==> config.mk <==
export PLATFORM = sky130hd
export DESIGN_NAME = dmem_arbiter
export DESIGN_NICKNAME = d
export VERILOG_FILES = /design/src/rtl/dmem_arb_pkg.sv /design/src/rtl/dmem_arb_pick.sv /design/src/rtl/dmem_arbiter.sv
export SDC_FILE = /design/constraint.sdc
export NUM_CORES = 1
export LEC_CHECK = 0
export BUFFER_PORTS_ARGS = -buffer_cell sky130_fd_sc_hd__buf_2
export CAP_MARGIN = 0
export CORE_AREA = 2 2 119 121
export DETAILED_ROUTE_END_ITERATION = 16
export DIE_AREA = 0 0 121 123
export PLACE_DENSITY_LB_ADDON = 0.12
export SLEW_MARGIN = 20
export SYNTH_ARGS = -nofsm -noshare
export SYNTH_HDL_FRONTEND = slang
export SYNTH_SLANG_ARGS = --single-unit
==> constraint.sdc <==
create_clock -name clk_i -period 2.9 [get_ports clk_i]
set_input_delay 0 -clock clk_i [delete_from_list [all_inputs] [get_ports clk_i]]
set_output_delay 0 -clock clk_i [all_outputs]
set_load 0.05 [all_outputs]
==> src/rtl/dmem_arb_pkg.sv <==
// Shared types and default widths for the data-memory arbiter.
package dmem_arb_pkg;

  localparam int unsigned ADDR_W_DEF = 32;
  localparam int unsigned DATA_W_DEF = 32;

  typedef enum logic {
    IDLE   = 1'b0,
    LOCKED = 1'b1
  } arb_state_t;

  typedef enum logic {
    PORT_CPU = 1'b0,
    PORT_DBG = 1'b1
  } port_t;

endpackage

==> src/rtl/dmem_arb_pick.sv <==
// Grant decision between the CPU and debug ports (purely combinational).
// Build option DMEM_ARB_RR_EN: round-robin on contention in IDLE, else debug wins.
module dmem_arb_pick
  import dmem_arb_pkg::*;
(
  input  logic       cpu_req_i,
  input  logic       dbg_req_i,
  input  arb_state_t state_i,
  input  port_t      last_gnt_i,
  output logic       cpu_gnt_o,
  output logic       dbg_gnt_o
);

  // One grant at most; LOCKED serves only the debug port
  always_comb begin
    cpu_gnt_o = 1'b0;
    dbg_gnt_o = 1'b0;
    if (state_i == LOCKED) begin
      dbg_gnt_o = dbg_req_i;
    end else if (cpu_req_i && dbg_req_i) begin
`ifdef DMEM_ARB_RR_EN
      if (last_gnt_i == PORT_DBG) begin
        cpu_gnt_o = 1'b1;
      end else begin
        dbg_gnt_o = 1'b1;
      end
`else
      dbg_gnt_o = 1'b1;
`endif
    end else begin
      cpu_gnt_o = cpu_req_i;
      dbg_gnt_o = dbg_req_i;
    end
  end

`ifndef DMEM_ARB_RR_EN
  // Fixed priority ignores the grant history
  logic unused_last_gnt;
  assign unused_last_gnt = last_gnt_i;
`endif

endmodule

==> src/rtl/dmem_arbiter.sv <==
// Shares a single-port synchronous-read data memory between the CPU and a
// debug/loader port, with a debug lock that shuts the CPU out.
// Build option DMEM_ARB_RR_EN: round-robin fairness instead of debug priority.
module dmem_arbiter
  import dmem_arb_pkg::*;
#(
  parameter int unsigned ADDR_W = ADDR_W_DEF,
  parameter int unsigned DATA_W = DATA_W_DEF
) (
  input  logic              clk_i,
  input  logic              rst_ni,
  input  logic              cpu_req_i,
  input  logic              cpu_we_i,
  input  logic [ADDR_W-1:0] cpu_addr_i,
  input  logic [DATA_W-1:0] cpu_wdata_i,
  output logic              cpu_gnt_o,
  output logic              cpu_rvalid_o,
  output logic [DATA_W-1:0] cpu_rdata_o,
  input  logic              dbg_req_i,
  input  logic              dbg_we_i,
  input  logic [ADDR_W-1:0] dbg_addr_i,
  input  logic [DATA_W-1:0] dbg_wdata_i,
  output logic              dbg_gnt_o,
  output logic              dbg_rvalid_o,
  output logic [DATA_W-1:0] dbg_rdata_o,
  input  logic              dbg_lock_i,
  output logic              mem_en_o,
  output logic              mem_we_o,
  output logic [ADDR_W-1:0] mem_addr_o,
  output logic [DATA_W-1:0] mem_wdata_o,
  input  logic [DATA_W-1:0] mem_rdata_i,
  output logic              locked_o
);

  arb_state_t state_q, state_d;
  arb_state_t arb_state;
  logic       pend_q, pend_d;
  port_t      tag_q, tag_d;
  port_t      last_gnt;
  logic       cpu_gnt, dbg_gnt;
  logic       rd_gnt;

  // The cycle dbg_lock drops is already arbitrated as IDLE
  always_comb begin
    arb_state = IDLE;
    if (state_q == LOCKED && dbg_lock_i) begin
      arb_state = LOCKED;
    end
  end

  dmem_arb_pick u_pick (
    .cpu_req_i  (cpu_req_i),
    .dbg_req_i  (dbg_req_i),
    .state_i    (arb_state),
    .last_gnt_i (last_gnt),
    .cpu_gnt_o  (cpu_gnt),
    .dbg_gnt_o  (dbg_gnt)
  );

  assign rd_gnt = (dbg_gnt && !dbg_we_i) || (cpu_gnt && !cpu_we_i);

  // Lock FSM next state and read-owner tag capture
  always_comb begin
    state_d = state_q;
    pend_d  = 1'b0;
    tag_d   = tag_q;
    if (state_q == IDLE) begin
      if (dbg_gnt && dbg_lock_i) begin
        state_d = LOCKED;
      end
    end else begin
      if (!dbg_lock_i) begin
        state_d = IDLE;
      end
    end
    if (rd_gnt) begin
      pend_d = 1'b1;
      tag_d  = dbg_gnt ? PORT_DBG : PORT_CPU;
    end
  end

  // FSM and one-deep read tag pipeline; reset drops any read in flight
  always_ff @(posedge clk_i or negedge rst_ni) begin
    if (!rst_ni) begin
      state_q <= IDLE;
      pend_q  <= 1'b0;
      tag_q   <= PORT_CPU;
    end else begin
      state_q <= state_d;
      pend_q  <= pend_d;
      tag_q   <= tag_d;
    end
  end

`ifdef DMEM_ARB_RR_EN
  port_t last_q, last_d;

  // Remember the most recently granted port, in either state
  always_comb begin
    last_d = last_q;
    if (dbg_gnt) begin
      last_d = PORT_DBG;
    end else if (cpu_gnt) begin
      last_d = PORT_CPU;
    end
  end

  // Last-grant register
  always_ff @(posedge clk_i or negedge rst_ni) begin
    if (!rst_ni) begin
      last_q <= PORT_CPU;
    end else begin
      last_q <= last_d;
    end
  end

  assign last_gnt = last_q;
`else
  assign last_gnt = PORT_CPU;
`endif

  // Memory port carries the granted requester's fields, zero otherwise
  always_comb begin
    mem_we_o    = 1'b0;
    mem_addr_o  = '0;
    mem_wdata_o = '0;
    if (dbg_gnt) begin
      mem_we_o    = dbg_we_i;
      mem_addr_o  = dbg_addr_i;
      mem_wdata_o = dbg_wdata_i;
    end else if (cpu_gnt) begin
      mem_we_o    = cpu_we_i;
      mem_addr_o  = cpu_addr_i;
      mem_wdata_o = cpu_wdata_i;
    end
  end

  assign mem_en_o     = cpu_gnt | dbg_gnt;
  assign cpu_gnt_o    = cpu_gnt;
  assign dbg_gnt_o    = dbg_gnt;
  assign cpu_rvalid_o = pend_q && (tag_q == PORT_CPU);
  assign dbg_rvalid_o = pend_q && (tag_q == PORT_DBG);
  assign cpu_rdata_o  = cpu_rvalid_o ? mem_rdata_i : '0;
  assign dbg_rdata_o  = dbg_rvalid_o ? mem_rdata_i : '0;
  assign locked_o     = (state_q == LOCKED);

endmodule

[Yosys cells after proc, flatten, opt, wreduce, memory -nomap -nowiden]
Index checks and enable logic that the tools add are counted.
Widths: inputs -> output; s select.
Word-level totals
  flip-flop bits (word level): 3
Operators by class
  reductions and logical operators: 10
  bitwise gates (word level): 2
  multiplexer cells: 18
Operators with widths (number)
  $mux 32: 6
  $mux 1: 12
  $logic_and 1x1->1: 7
  $logic_not 1->1: 2
  $logic_or 1x1->1: 1
  $not 1->1: 1
  $or 1x1->1: 1

[Longest topological paths before layout]
  depth after elaboration: 6
  mapped depth: 6
  mapped depth without buffers: 2

[By module]
A second synthesis with hierarchy kept.
Second synthesis, totals
  cell total of the unflattened synthesis: 172
  area, all modules: 1426.4 sq um
By module, submodules not included
  dmem_arbiter: cells an instance 170, sequential area each 75.1 sq um, area each 1410.1 sq um, instances 1
  dmem_arb_pick: cells an instance 2, sequential area each 0.0 sq um, area each 16.3 sq um, instances 1

[Worst setup path before layout]
OpenSTA, ideal clock, no wires.
  kind: register to output
  from: reg state_q (netlist: locked_o)
  to: out mem_en_o
  path buffers: 3
  stages on the path, launching flop included: 6
  path slack: 0.540 ns
  required time: 2.900 ns
  arrival time: 2.360 ns
  path through: dfrtp_1 > and2_1 > buf_2 > buf_2 > buf_4 > o21ai_0
Between the ends
  word-level cells in the longest chain between the ends: 4
  elaborated cells on any way between the ends: 5
Ends and longest elaborated chain
  start: declaration: RTL line dmem_arbiter.sv:35  | arb_state_t state_q, state_d;
  start signal: assignment: RTL line dmem_arbiter.sv:89  | state_q <= state_d;
  $logic_and 1x1->1 (*): RTL line dmem_arbiter.sv:46  | if (state_q == LOCKED && dbg_lock_i) begin
  $mux 1 (*): RTL line dmem_arbiter.sv:46
  $mux 1: RTL line dmem_arb_pick.sv:18  | if (state_i == LOCKED) begin
  $or 1x1->1 (*): RTL line dmem_arbiter.sv:138  | assign mem_en_o = cpu_gnt | dbg_gnt;
  end: declaration: RTL line dmem_arbiter.sv:27  | output logic mem_en_o,
Mark *: on every way between the ends. The rest lies on a longest branch, timed or not.

[Worst setup path after layout]
Ends and elaborated chain as after synthesis.

==> reports/metrics.cfg <==
[status]
outcome = finished clean

[power]
switchingPower_uw = 678
power.share.sequential = 0.042
leakage_uw = 0.00235
max-vdd-ir-drop_uv = 111
total_internal_power_uw = 462
power.total_uw = 1140
share_clk_of_total_power = 0.193
comb_power_share = 0.765
powerDensity_mw_per_mm2 = 332
net_switching_share_of_the_total_power = 0.595

[cts]
tritoncts = built
ctsHtreeMaxLevel = 1
post-cts-setup-buffers = 0
cts-buffers-inserted = 3
clkLatencyLatePin_ps = 220
clkTransAtPathRegs_ps = 30
cts.sink_count = 3
cts_buffer_depth = 2
cts-root-buf = clkbuf_16

[min_path]
capture_endpoint_of_the_worst_hold_path = locked_o$_DFF_PN0_
hp-start = dbg_lock_i
timing.hold.worst_path_depth = 2
holdCritPathClass = input pin to flip-flop

[setup_path]
slowest_stage = and2_2
crit-reg2reg-capture = tag_q$_DFFE_PN0P_
critical-path-top-delay-family = buffers and inverters
r2r_cells = 2
timing_worst_setup_path_type = flip-flop to primary output
r2r_setup_slack_ps = 1610
cells_along_the_critical_path = and2_2, buf_4, o21ai_0, buf_2
timing.critical_path.to_type = primary output
critPathArrivalTime_ps = 2110
type_of_origin_of_the_critical_path = flip-flop
required_ps = 2900
worst_r2r_startpoint = locked_o$_DFF_PN0_
critPathMaxFanout = 37
critical-path-max-stage-delay_ps = 600
cp_num_buf_inv = 2

[logic_synthesis]
ys_seq_elements = 3
post_synth_inst_count = 307
yosys_warnings = 0
summed_instance_area_of_the_synthesized_netlist_mm2 = 0.00174
postSynthNetCount = 474
ys_types = 18
syn_area_cell_um2 = 5.67
yosysSeqAreaShare = 0.0431

[sta]
clock.fmax_mhz = 474
rsz0062_at_grt = false
fin_worst_skew_ps = 1.69
slew-limit-headroom = 0.429
timing.final.hold_violations = 0
setup_total_negative_slack_ps = 0
worst_slew_pin_slew_ps = 857
fin_crit_ps = 2110
timing.final.setup_violations = 0
slew_viol_final = 0
min_period_over_period = 0.727

[floorplanning]
ios = 302
core.rowCount = 43
floorplan.die.height_um = 123
die_width_um = 121
start_util = 0.128
die_area_mm2 = 0.0149
design.core.area_mm2 = 0.0136

[detailed_routing]
routed_via_density = 3.92
drtAntennaViolNets = 0
detail_route.drc_violations = 0
wl_per_cell_um = 11.9
routed_wl_mm = 9.10
drt_pass1_iterations = 4
first_iter_violations = 77
route.vias.total = 2998

[layout]
non_filler_instance_count_after_layout = 764
design.final.nets = 752
layout.filler_cells = 1595
insertedDiodeCount = 0
syn2layout_area_growth_pct = 96.8
drive_above_1_share = 0.546
final_util = 0.252

[placed_design]
port_buffers = 301
hpwl_mm = 7.40
place_congestion = 0.765
dp.cells = 759

[flow_run]
timing.max_cap.violations = 0

[grt]
globalRoute.totalOverflow = 0
initial_antenna_violation_count = 0
grt_max_degree = 70
grt_pass1_vias = 2628
grt_usage = 0.105
grt_first_pass_wirelength_mm = 12.7

==> power groups by stage <==
stage | combinational [µW] | clock [µW] | sequential [µW]
2_1_floorplan | 617 | 0 | 53.7
3_3_place_gp | 878 | 0 | 48.9
3_5_place_dp | 877 | 0 | 49.0
4_1_cts | 881 | 224 | 48.2
5_1_grt | 927 | 229 | 48.7
6_report | 872 | 220 | 47.9
==> cells in the mapped netlist <==
cell type	n	area, µm²
and2_1	34	213
and3_1	32	200
buf_2	9	45.0
buf_4	1	7.51
buf_6	4	45.0
clkbuf_1	20	75.1
dfrtp_1	3	75.1
inv_1	66	248
nand2_1	65	244
nand2b_4	1	13.8
nor2_1	1	3.75
nor2b_1	2	12.5
o21a_1	1	7.51
o21ai_0	1	5.00
o31ai_1	57	428
o31ai_2	8	100
o32a_1	1	10.0
o32ai_1	1	8.76
==> registers in the layout (all words and copies together) (netlist names) <==
name / cells
locked_o: 1
pend_q: 1
tag_q: 1
==> kinds of logic (layout without fill, tap and decap cells) <==
kind of cell           count (synthesis)  in the layout  synth area share
AND/OR/NAND/NOR                      135            135             0.394
AO/OA/AOI/OAI                         69             69             0.321
buffers and inverters                100            377             0.241
flip-flops                             3              3            0.0431
==> routing by layer <==
layer	track usage	vias to the layer above	routed length [µm]
met5	0	-	0
met4	0.0109	0	17
met3	0.0212	4	909
met2	0.211	180	4800
met1	0.116	1265	3370
li1	-	1549	-
==> placed cells by master (no fill, tap or decap), types with 2 or more instances in the layout <==
cell,Yosys,layout
buf_2,9,301
inv_1,66,66
nand2_1,65,65
o31ai_1,57,57
and2_1,34,33
and3_1,32,32
o31ai_2,8,8
buf_4,1,5
clkbuf_16,0,3
dfrtp_1,3,3
nor2b_1,2,2
==> metrics by stage <==
stage / instance area (µm²) / hold slack, ps / setup slack (ps)
final: 3430 / 3.19 / 792
after CTS: 3430 / 4.89 / 711
after global placement: 3340 / -198 / 1010
after detailed placement: 3340 / -199 / 950
after floorplan: 1740 / -296 / 540
after global routing: 3430 / 15.5 / 599
==> area by class of cell <==
type / instances / area [µm²] / share of cell area
timing repair buffer: 307 / 1550 / 0.453
inverter: 66 / 248 / 0.0723
tap: 180 / 225 / 0.0657
multi-input combinational: 204 / 1250 / 0.364
clock buffer: 4 / 78.8 / 0.0230
sequential: 3 / 75.1 / 0.0219
==> timing repair <==
item	CTS	global route
hold endpoints to repair	3	0
gates resized for setup	0	0
hold buffers	1	0
==> how the worst max path moves through the flow <==
stage,startpoint,to,slack [ps],cells after the start
2_1_floorplan,locked_o$_DFF_PN0_,mem_en_o,540,5
3_3_place_gp,locked_o$_DFF_PN0_,mem_en_o,1010,4
3_5_place_dp,locked_o$_DFF_PN0_,mem_en_o,950,4
4_1_cts,locked_o$_DFF_PN0_,mem_en_o,710,4
5_1_grt,locked_o$_DFF_PN0_,mem_en_o,600,4
6_report,locked_o$_DFF_PN0_,mem_en_o,790,4
==> worst register-to-register path, stage by stage, from the launching register on <==
cell and delay (ps):
dfrtp_1 370, and2_2 410, o32a_1 390
(Power assumes the default switching activity.)
